**config.mk**
```make
export PLATFORM = sky130hd
export DESIGN_NAME = seg7_scan_driver
export DESIGN_NICKNAME = d
export VERILOG_FILES = /design/src/rtl/seg7_pkg.sv /design/src/rtl/seg7_decode.sv /design/src/rtl/seg7_scan_driver.sv
export SDC_FILE = /design/constraint.sdc
export NUM_CORES = 1
export LEC_CHECK = 0
export BUFFER_PORTS_ARGS = -buffer_cell sky130_fd_sc_hd__buf_4
export CORE_MARGIN = 5
export CORE_UTILIZATION = 40
export DETAILED_ROUTE_END_ITERATION = 10
export GPL_TIMING_DRIVEN = 0
export PLACE_DENSITY = 0.66
export RECOVER_POWER = 100
export SYNTH_ARGS = -nofsm -noshare
export SYNTH_HDL_FRONTEND = slang
export SYNTH_SLANG_ARGS = --single-unit
```
**constraint.sdc**
```tcl
create_clock -name clk -period 1.9 [get_ports clk]
set_input_delay 0.38 -clock clk [delete_from_list [all_inputs] [get_ports clk]]
set_output_delay 0.38 -clock clk [all_outputs]
set_load 0.03 [all_outputs]
```
**src/rtl/seg7_pkg.sv**
```systemverilog
// Shared constants for the seven-segment scan driver: active-low digit patterns
// (bit 0 = segment a) and the counter width helper.
package seg7_pkg;

    localparam logic [6:0] SEG_0     = 7'h40;
    localparam logic [6:0] SEG_1     = 7'h79;
    localparam logic [6:0] SEG_2     = 7'h24;
    localparam logic [6:0] SEG_3     = 7'h30;
    localparam logic [6:0] SEG_4     = 7'h19;
    localparam logic [6:0] SEG_5     = 7'h12;
    localparam logic [6:0] SEG_6     = 7'h02;
    localparam logic [6:0] SEG_7     = 7'h78;
    localparam logic [6:0] SEG_8     = 7'h00;
    localparam logic [6:0] SEG_9     = 7'h10;
    localparam logic [6:0] SEG_BLANK = 7'h7F;

    // Bits needed to count 0..slots-1, never less than one.
    function automatic int unsigned slot_width(input int unsigned slots);
        int unsigned w;
        w = 1;
        while ((32'd1 << w) < slots) begin
            w = w + 1;
        end
        return w;
    endfunction

endpackage

```
**src/rtl/seg7_decode.sv**
```systemverilog
// BCD to active-low seven-segment pattern; codes 10-15 and the blank flag
// both turn every segment off.
module seg7_decode
    import seg7_pkg::*;
(
    input  logic [3:0] bcd,
    input  logic       blank,
    output logic [6:0] pattern_c
);

    always_comb begin
        pattern_c = SEG_BLANK;
        if (!blank) begin
            case (bcd)
                4'd0:    pattern_c = SEG_0;
                4'd1:    pattern_c = SEG_1;
                4'd2:    pattern_c = SEG_2;
                4'd3:    pattern_c = SEG_3;
                4'd4:    pattern_c = SEG_4;
                4'd5:    pattern_c = SEG_5;
                4'd6:    pattern_c = SEG_6;
                4'd7:    pattern_c = SEG_7;
                4'd8:    pattern_c = SEG_8;
                4'd9:    pattern_c = SEG_9;
                default: pattern_c = SEG_BLANK;
            endcase
        end
    end

endmodule

```
**src/rtl/seg7_scan_driver.sv**
```systemverilog
// Multiplexed common-anode display driver: snapshots BCD digits on load and
// scans them one slot at a time. Define SEG7_SCAN_LZ_BLANK_EN for leading-zero blanking.
module seg7_scan_driver
    import seg7_pkg::*;
#(
    parameter int unsigned DIGITS   = 4,
    parameter int unsigned PRESCALE = 50000
) (
    input  logic                clk,
    input  logic                grst,
    input  logic                enable,
    input  logic                load,
    input  logic [4*DIGITS-1:0] bcd_in,
    input  logic [DIGITS-1:0]   dp_in,
    output logic [DIGITS-1:0]   an,
    output logic [6:0]          seg,
    output logic                dp,
    output logic                frame_tick
);

    localparam int unsigned   PW         = slot_width(PRESCALE);
    localparam int unsigned   IW         = slot_width(DIGITS);
    localparam logic [PW-1:0] PRESC_LAST = PW'(PRESCALE - 1);
    localparam logic [IW-1:0] IDX_LAST   = IW'(DIGITS - 1);

    logic [PW-1:0]       presc;
    logic [IW-1:0]       idx;
    logic                load_q;
    logic [4*DIGITS-1:0] bcd_q;
    logic [DIGITS-1:0]   dp_q;
    logic [4*DIGITS-1:0] snap;
    logic [DIGITS-1:0]   snap_dp;
    logic                wrap_q;

    logic                slot_tick_c;
    logic                wrap_c;
    logic [3:0]          digit_c;
    logic                sel_dp_c;
    logic                blank_c;
    logic [DIGITS-1:0]   an_c;
    logic [DIGITS-1:0]   lz_c;
    logic [6:0]          seg_c;

    assign slot_tick_c = enable && (presc == PRESC_LAST);
    assign wrap_c      = slot_tick_c && (idx == IDX_LAST);

`ifdef SEG7_SCAN_LZ_BLANK_EN
    // Blank run of zeros from the top digit down; digit 0 is always shown.
    always_comb begin
        logic run;
        lz_c = '0;
        run  = 1'b1;
        for (int k = int'(DIGITS) - 1; k >= 1; k--) begin
            run     = run && (snap[4*k +: 4] == 4'd0);
            lz_c[k] = run;
        end
    end
`else
    assign lz_c = '0;
`endif

    // Select the scanned digit; anode stays off while the prescaler is 0.
    always_comb begin
        digit_c  = '0;
        sel_dp_c = 1'b0;
        blank_c  = 1'b0;
        an_c     = '1;
        for (int k = 0; k < int'(DIGITS); k++) begin
            if (idx == IW'(k)) begin
                digit_c  = snap[4*k +: 4];
                sel_dp_c = snap_dp[k];
                blank_c  = lz_c[k];
                an_c[k]  = (presc == '0);
            end
        end
    end

    seg7_decode u_decode (
        .bcd       (digit_c),
        .blank     (blank_c),
        .pattern_c (seg_c)
    );

    always_ff @(posedge clk) begin
        if (grst) begin
            presc      <= '0;
            idx        <= '0;
            load_q     <= 1'b0;
            bcd_q      <= '0;
            dp_q       <= '0;
            snap       <= '0;
            snap_dp    <= '0;
            wrap_q     <= 1'b0;
            an         <= '1;
            seg        <= SEG_BLANK;
            dp         <= 1'b1;
            frame_tick <= 1'b0;
        end else begin
            if (slot_tick_c) begin
                presc <= '0;
                idx   <= (idx == IDX_LAST) ? '0 : idx + IW'(1);
            end else if (enable) begin
                presc <= presc + PW'(1);
            end

            // Two-stage capture so the snapshot only changes as a whole word.
            load_q <= load;
            if (load) begin
                bcd_q <= bcd_in;
                dp_q  <= dp_in;
            end
            if (load_q) begin
                snap    <= bcd_q;
                snap_dp <= dp_q;
            end

            an         <= an_c;
            seg        <= seg_c;
            dp         <= ~sel_dp_c;
            wrap_q     <= wrap_c;
            frame_tick <= wrap_q;
        end
    end

endmodule

```
Word level (Yosys, flattened, before mapping)
Memories as Yosys holds them, arrays and structs flattened. A register that Yosys moved wholly into a read port is not among the register bits.
Index checks and enable logic that the tools add are counted.

word-level totals
  bits in registers = 66
  memory bits (read-only) = 112
  input port bits = 24
  output and inout port bits = 13
  word-level logic and storage cells = 44
  memories kept = 1

cells by class
  add/sub/neg operators = 2
  equality and inequality tests = 4
  muxes and demuxes = 9
  bitwise gates (word level) = 5
  reduce and logical (&&, ||, !) cells = 9

memory list
  name             words  bits a word  rd ports  clocked after Yosys merged registers in  wr ports  RTL line           RTL
  (no name shown)  16     7            1         1                                        0         seg7_decode.sv:14  case (bcd)

operators with widths
  kind                   count
  $add 16x1->16 const B  1
  $eq 16x16->1 const B   1
  $logic_not 16->1       1
  $mux 4                 4
  $reduce_or 2->1        5
  $not 1->1              5
  $eq 2x2->1 const B     2
  $mux 1                 4
  $add 2x1->2 const B    1
  $eq 2x1->1 const B     1
  $logic_and 1x1->1      2
  $logic_not 2->1        1
  $mux 2                 1

Logic depth before layout (Yosys ltp)
Gate-level depths: netlist of the first run.

  depth in word-level cells = 6
  depth in mapped cells = 9
  mapped depth without buffers = 8

Modules after synthesis
From an unflattened synthesis of the first run, not the netlist that was laid out.

unflattened totals
  cells, all modules = 341
  area total of the unflattened synthesis = 3153.0 µm²

by module, submodules not included
  module            times used  cells each  area each (µm²)
  seg7_scan_driver  1           308         2917.8
  seg7_decode       1           33          235.2

Least setup slack after synthesis of the first run
OpenSTA, ideal clock, no wires.

  path kind = reg-to-reg
  from = register idx[1]
  to = register seg[1]
  arrival time = 1.885 ns
  required time = 1.786 ns
  slack = -0.099 ns
  cell stages (with the launch flop) = 9
  path buffers = 1
  period minus slack after synthesis = 1.999 ns
  cell sequence = dfxtp_1 -> inv_1 -> ha_1 -> buf_2 -> nand3b_1 -> a211oi_2 -> ha_1 -> a21o_1 -> a21o_1

between the ends
  cells in the longest elaborated chain, start to end = 5

ends and longest elaborated chain
  item                      RTL line                 RTL
  start: declaration        seg7_scan_driver.sv:27   logic [IW-1:0] idx;
  start signal: assignment  seg7_scan_driver.sv:101  idx <= (idx == IDX_LAST) ? '0 : idx + IW'(1);
  $logic_not 2->1           seg7_scan_driver.sv:69   if (idx == IW'(k)) begin
  $mux 4 (3 in series)      seg7_scan_driver.sv:69
  $mux 4 (*)                seg7_scan_driver.sv:69
  end: declaration          seg7_scan_driver.sv:16   output logic [6:0] seg,

Every way passes the cells marked *; elsewhere a longest branch is shown, timed or not.
A chain may end at the register's enable or synchronous reset.

Worst setup path in the final report of the first run
  from = register idx[0]
  to = register seg[4]

The elaborated chain is that of the path after synthesis.

==> results.sh, run 1 <==
export IMPL_area_growth_pct=31.69
export IMPL_crit_fanout=8
export IMPL_cp_num_buf_inv=2
export IMPL_num_vias=2374
export IMPL_dr_pass1_iters=5
export IMPL_slew_viol_final=0
export IMPL_htreeDepth=3
export IMPL_place_congestion=0.7579
export IMPL_rsz0062_at_grt="yes"
export IMPL_path_delay_family="simple AND/OR/NAND/NOR gates"
export IMPL_synth_fa_ha_area_share_pct=2.848
export IMPL_insertion_delay_ns=0.34
export IMPL_slew_headroom_pct=54.39
export IMPL_final_common_cell="dfxtp_1"
export IMPL_powerDensity_nw_per_um2=821.2
export IMPL_antenna_cells=0
export IMPL_grt_use_total_pct=13.74
export IMPL_fp_coreArea_sq_um=7607
export IMPL_max_freq_mhz=521.7
export IMPL_yosysWarnings=0
export IMPL_cp_slowest_cell="dfxtp_4"
export IMPL_drcViolationCount=0
export IMPL_muxShareOfSynthArea_pct=13.34
export IMPL_avgSynthCellArea_sq_um=9.889
export IMPL_dp_hpwl_mm=4.431
export IMPL_clock_sinks=73
export IMPL_wl_per_cell_um=13.86
export IMPL_peakVddDrop_mv=0.5225
export IMPL_status="finished, violations left"
export IMPL_p_leak_uw=0.001636
export IMPL_num_rows=32
export IMPL_synthArstFlopShare_pct=0
export IMPL_report_final_setup_viol=2
export IMPL_synth_edf_count=0
export IMPL_critPathKind="flip-flop to flip-flop"
export IMPL_port_buffers=35
export IMPL_crit_path_end_kind="flip-flop"
export IMPL_finalNetCount=403
export IMPL_max_cap_viol_count=0
export IMPL_skew_ns=0.009834
export IMPL_overflow=0
export IMPL_fin_crit_sh_pct=100.9
export IMPL_final_core_util_pct=53.24
export IMPL_antenna_found_initial=0
export IMPL_start_util_pct=40.43
export IMPL_io_pins=37
export IMPL_path_cells="ha_2 > buf_8 > buf_4 > nor3b_4 > a221oi_4 > or2_4 > a211o_1"
export IMPL_hold_slack_ns=0.2656
export IMPL_grt_max_degree=14
export IMPL_critPathMaxStageDelay_ns=0.37
export IMPL_ys_ff_latch=73
export IMPL_worst_slew_pin_transition_ns=0.6842
export IMPL_cts_tree="yes"
export IMPL_synth_xor_area_share_pct=2.563
export IMPL_die_area_sq_um=9542
export IMPL_first_iter_violations=93
export IMPL_grt_first_pass_wirelength_mm=10.64
export IMPL_path_clk_slew_ns=0.08
export IMPL_cts_root_buf="clkbuf_8"
export IMPL_via_per_inst=4.956
export IMPL_hold_class="input pin to flip-flop"
export IMPL_clockBufferDepth=2
export IMPL_synth_compound_area_share_pct=10.46
export IMPL_yosysSeqAreaShare_pct=47.52
export IMPL_grt_pass1_vias=2261
export IMPL_violations="negative setup slack"
export IMPL_synth_simple_area_share_pct=18.84
export IMPL_wl_mm=6.641
export IMPL_tns_ns=-0.03303
export IMPL_layout_common_cells="dfxtp_1 (71), nor2_1 (52), buf_4 (45)"
export IMPL_hold_viol_final=0
export IMPL_fp_dieW_um=97.69
export IMPL_crit_required_ns=2.13
export IMPL_synth_top_family_by_area="simple AND/OR/NAND/NOR gates"
export IMPL_synth_fp_nets=342
export IMPL_drive_above_1_share_pct=25.73
export IMPL_antenna_left=0
export IMPL_setup_slack_ns=-0.01666
export IMPL_syn_instance_count=311
export IMPL_die_height_um=97.69
export IMPL_synth_flop_cell="dfxtp_1"
export IMPL_fill_cells=690
export IMPL_start_kind="flip-flop"
export IMPL_finalCriticalPeriod_ns=1.917
export IMPL_syn_area_sq_um=3075
export IMPL_worstPathArrival_ns=2.15
export IMPL_cts_buffers=9
export IMPL_synth_cell_types=50
==> routing by layer <==
metal	vias to the layer above	wire length, um	global-route usage (%)
met1	1117	2908	16.76
met2	42	3335	22.14
li1	1207	-	-
met3	8	311	5.456
met5	-	0	0
met4	0	86	4.473
==> path summary, 6_finish.rpt <==
path	depth (start not counted)	to	slack (ns)	startpoint
setup / recovery	7	seg[4]	-0.02	idx[0]
hold / removal	3	bcd_q[14]	0.27	bcd_in[14]
setup reg to reg	7	seg[4]	-0.02	idx[0]
hold reg to reg	1	frame_tick	0.46	wrap_q
==> through the flow <==
stage                     std cells  power (uW)  instance area, sq um  setup slack (ns)
after floorplan                 311        1807                  3128          0.002792
after global placement          448        1899                  3518           -0.1331
after detailed placement        448        1905                  3518           -0.1628
after CTS                       472        3371                  3890         -0.007875
after global routing            479        3463                  4050          -0.06488
final                           479        3326                  4050          -0.01666
==> synth_stat cells (all sizes together), types with 4 or more instances <==
master,n,area [sq um]
nor3b,4,30.03
dfxtp,73,1461
nand2,16,67.56
o21ai,8,40.04
a21o,5,37.54
ha,7,87.58
clkbuf,4,15.01
mux2i,41,410.4
nor2,52,195.2
a21oi,9,45.04
nand4,5,46.29
inv,9,33.78
and4,4,37.54
buf,14,87.59
xor2,6,52.55
a211oi,6,55.05
or3,5,31.28
==> repair_timing <==
action,CTS,global route
endpoints found under the setup margin,6,17
cloned,0,1
hold buffers,0,0
buffers inserted,8,6
gates resized for setup,14,20
pin swaps,3,10
==> layout make-up <==
cell class / instances / area, sq um / area share (%)
buffer: 18 / 145.1 / 3.584
clock buffer: 10 / 127.6 / 3.151
clock inverter: 6 / 115.1 / 2.842
inverter: 9 / 36.28 / 0.8959
multi-input combinational: 212 / 1673 / 41.30
sequential: 73 / 1469 / 36.27
tap: 102 / 127.6 / 3.151
timing repair buffer: 49 / 356.6 / 8.804
==> flip-flops by register name (all words and copies together), names as in the netlist, 2 cells and up <==
register	flops
bcd_q	16
presc	16
snap	16
seg	7
an	4
dp_q	4
snap_dp	4
idx	2
==> kinds of logic after synthesis <==
group	Yosys count
mux	41
buf+inv	27
compound gates	43
xor+xnor	9
fa+ha+maj	7
flops	73
simple gates	111
==> where the power goes <==
group	internal (uW)	leakage [uW]	total [uW]	switching, uW
logic	124	0.000921	262	137
registers	1580	0.000598	1610	31.9
clock network	879	0.000117	1450	572
==> worst reg2reg max path: cells and delay by family, from the launching register on <==
family / cells / cell delay (ns)
compound gates: 2 / 0.38
fa+ha+maj: 1 / 0.19
buf+inv: 2 / 0.29
flops: 1 / 0.37
simple gates: 2 / 0.58
(Power assumes the default switching activity.)
==> inputs of run 2 (changes only) <==
Settings changed: PLACE_DENSITY 0.66 to 0.7.
==> run 2 against run 1 <==
The run still ends with negative setup slack left. Sequential power hardly changed. First-iteration DRC count is 17% higher. Sequential cell count stayed put. Non-clock buffer count is 5 lower. Cell area is 3.8% lower. Count of clock-buffer cells in the layout stayed put. Maximum frequency hardly changed. Clock power is 7% lower. Critical path type unchanged. Critical endpoint is now seg[1]. Largest power group unchanged.
==> results.sh, run 2 (synthesis gave the netlist of run 1 again) <==
export IMPL_num_rows=32
export IMPL_crit_fanout=8
export IMPL_dp_hpwl_mm=4.478
export IMPL_fp_dieW_um=97.69
export IMPL_grt_pass1_vias=2384
export IMPL_cts_tree="yes"
export IMPL_antenna_found_initial=0
export IMPL_startpoint="idx[1]"
export IMPL_reg_largest_list="bcd_q x16, presc x16, snap x16"
export IMPL_crit_path_end_kind="flip-flop"
export IMPL_worst_slew_pin_transition_ns=0.6833
export IMPL_antenna_left=0
export IMPL_area_growth_pct=26.73
export IMPL_tns_ns=-0.01524
export IMPL_fin_crit_sh_pct=100.8
export IMPL_cts_root_buf="clkbuf_8"
export IMPL_r2r_end="seg[1]"
export IMPL_fill_cells=717
export IMPL_hold_class="input pin to flip-flop"
export IMPL_layout_common_cells="dfxtp_1 (71), nor2_1 (52), mux2i_1 (41)"
export IMPL_final_common_cell="dfxtp_1"
export IMPL_status="finished, violations left"
export IMPL_p_leak_uw=0.001576
export IMPL_violations="negative setup slack"
export IMPL_first_iter_violations=109
export IMPL_finalNetCount=397
export IMPL_overflow=0
export IMPL_max_cap_viol_count=0
export IMPL_rr_startpoint="idx[1]"
export IMPL_start_util_pct=40.43
export IMPL_grt_max_degree=14
export IMPL_via_per_inst=4.918
export IMPL_path_clk_slew_ns=0.08
export IMPL_clock_sinks=73
export IMPL_wl_mm=6.440
export IMPL_post_dp_cell_area_sq_um=3518
export IMPL_report_final_setup_viol=1
export IMPL_num_vias=2326
export IMPL_die_area_sq_um=9542
export IMPL_insertion_delay_ns=0.35
export IMPL_drcViolationCount=0
export IMPL_layoutNonFillerInstCount=473
export IMPL_htreeDepth=3
export IMPL_skew_ns=0.007859
export IMPL_die_height_um=97.69
export IMPL_drive_above_1_share_pct=22.10
export IMPL_antenna_cells=0
export IMPL_worstPathArrival_ns=2.15
export IMPL_place_congestion=0.7812
export IMPL_clockBufferDepth=2
export IMPL_grt_first_pass_wirelength_mm=10.92
export IMPL_powerDensity_nw_per_um2=824.7
export IMPL_hold_viol_final=0
export IMPL_hold_slack_ns=0.2630
export IMPL_peakVddDrop_mv=0.5014
export IMPL_finalCriticalPeriod_ns=1.915
export IMPL_io_pins=37
export IMPL_setup_slack_ns=-0.01524
export IMPL_rr_worst_depth=8
export IMPL_r2r_setup_slack_ns=-0.02
export IMPL_slew_headroom_pct=54.45
export IMPL_rsz0062_at_grt="yes"
export IMPL_fp_coreArea_sq_um=7607
export IMPL_final_core_util_pct=51.23
export IMPL_slew_viol_final=0
export IMPL_placedCellCount=448
export IMPL_max_freq_mhz=522.1
export IMPL_port_buffers=35
export IMPL_endpoint="seg[1]"
export IMPL_grt_use_total_pct=14.01
export IMPL_cts_buffers=9
export IMPL_critPathKind="flip-flop to flip-flop"
export IMPL_crit_required_ns=2.14
export IMPL_final_area_sq_um=3897
export IMPL_start_kind="flip-flop"
export IMPL_wl_per_cell_um=13.62
export IMPL_dr_pass1_iters=4
[run 2: changes by cell type in the layout (fill, tap and decap cells not counted), moves of 2 or more]
cell      previous run  this run
buf_8                3         0
buf_1                5         3
buf_6                1         4
nor3b_4              3         1
clkbuf_1             8        20
nor3b_2              1         3
buf_4               45        29
[run 2: timing repair]
item / 4_1_cts / 5_1_grt
setup buffers: 8 / 0
cloned: 0 / 1
gates resized for setup: 12 / 16
hold endpoints to repair: 0 / 0
hold buffers: 0 / 0
pin swaps: 4 / 3
endpoints found under the setup margin: 7 / 13
[run 2: per-stage QoR]
stage / worst slack, ns / total power, uW
floorplan: 0.002792 / 1807
CTS: -0.03850 / 3261
global route: -0.08220 / 3363
detailed placement: -0.1633 / 1906
finish: -0.01524 / 3214
global placement: -0.1212 / 1899
[run 2: how the worst min path moves through the flow]
stage,start,cells after the start,to
global placement,wrap_q,1,frame_tick
global route,bcd_in[0],3,bcd_q[0]
finish,bcd_in[13],3,bcd_q[13]
CTS,bcd_in[13],3,bcd_q[13]
floorplan,wrap_q,1,frame_tick
detailed placement,wrap_q,1,frame_tick
[run 2: final cells by class]
cell class / count / area [sq um] / share of cell area (%)
clock buffer: 10 / 137.6 / 3.531
clock inverter: 6 / 90.09 / 2.311
timing repair buffer: 44 / 275.3 / 7.063
buffer: 18 / 133.9 / 3.435
inverter: 9 / 36.28 / 0.9310
multi-input combinational: 211 / 1628 / 41.77
tap: 102 / 127.6 / 3.274
sequential: 73 / 1469 / 37.69
[run 2: routing by layer]
layer	share of wire [%]	routed length, um	track usage (%)	vias to the layer above
li1	-	-	-	1193
met1	44	2826	15.82	1087
met2	50	3251	24.78	39
met3	4.6	294	5.312	7
met4	1.1	68	3.514	0
met5	0	0	0	-
[run 2: power by group]
group / switching [uW] / internal [uW]
Sequential: 30.9 / 1580
Combinational: 138 / 115
Clock: 570 / 779
Total: 739 / 2480
[run 2: worst max-delay path, cell delays in order, from the launching register on]
cell,delay (ns)
dfxtp_4,0.38
inv_4,0.04
ha_4,0.15
buf_6,0.13
nand3b_1,0.22
a221oi_4,0.33
ha_4,0.26
a21o_1,0.15
a21o_1,0.15
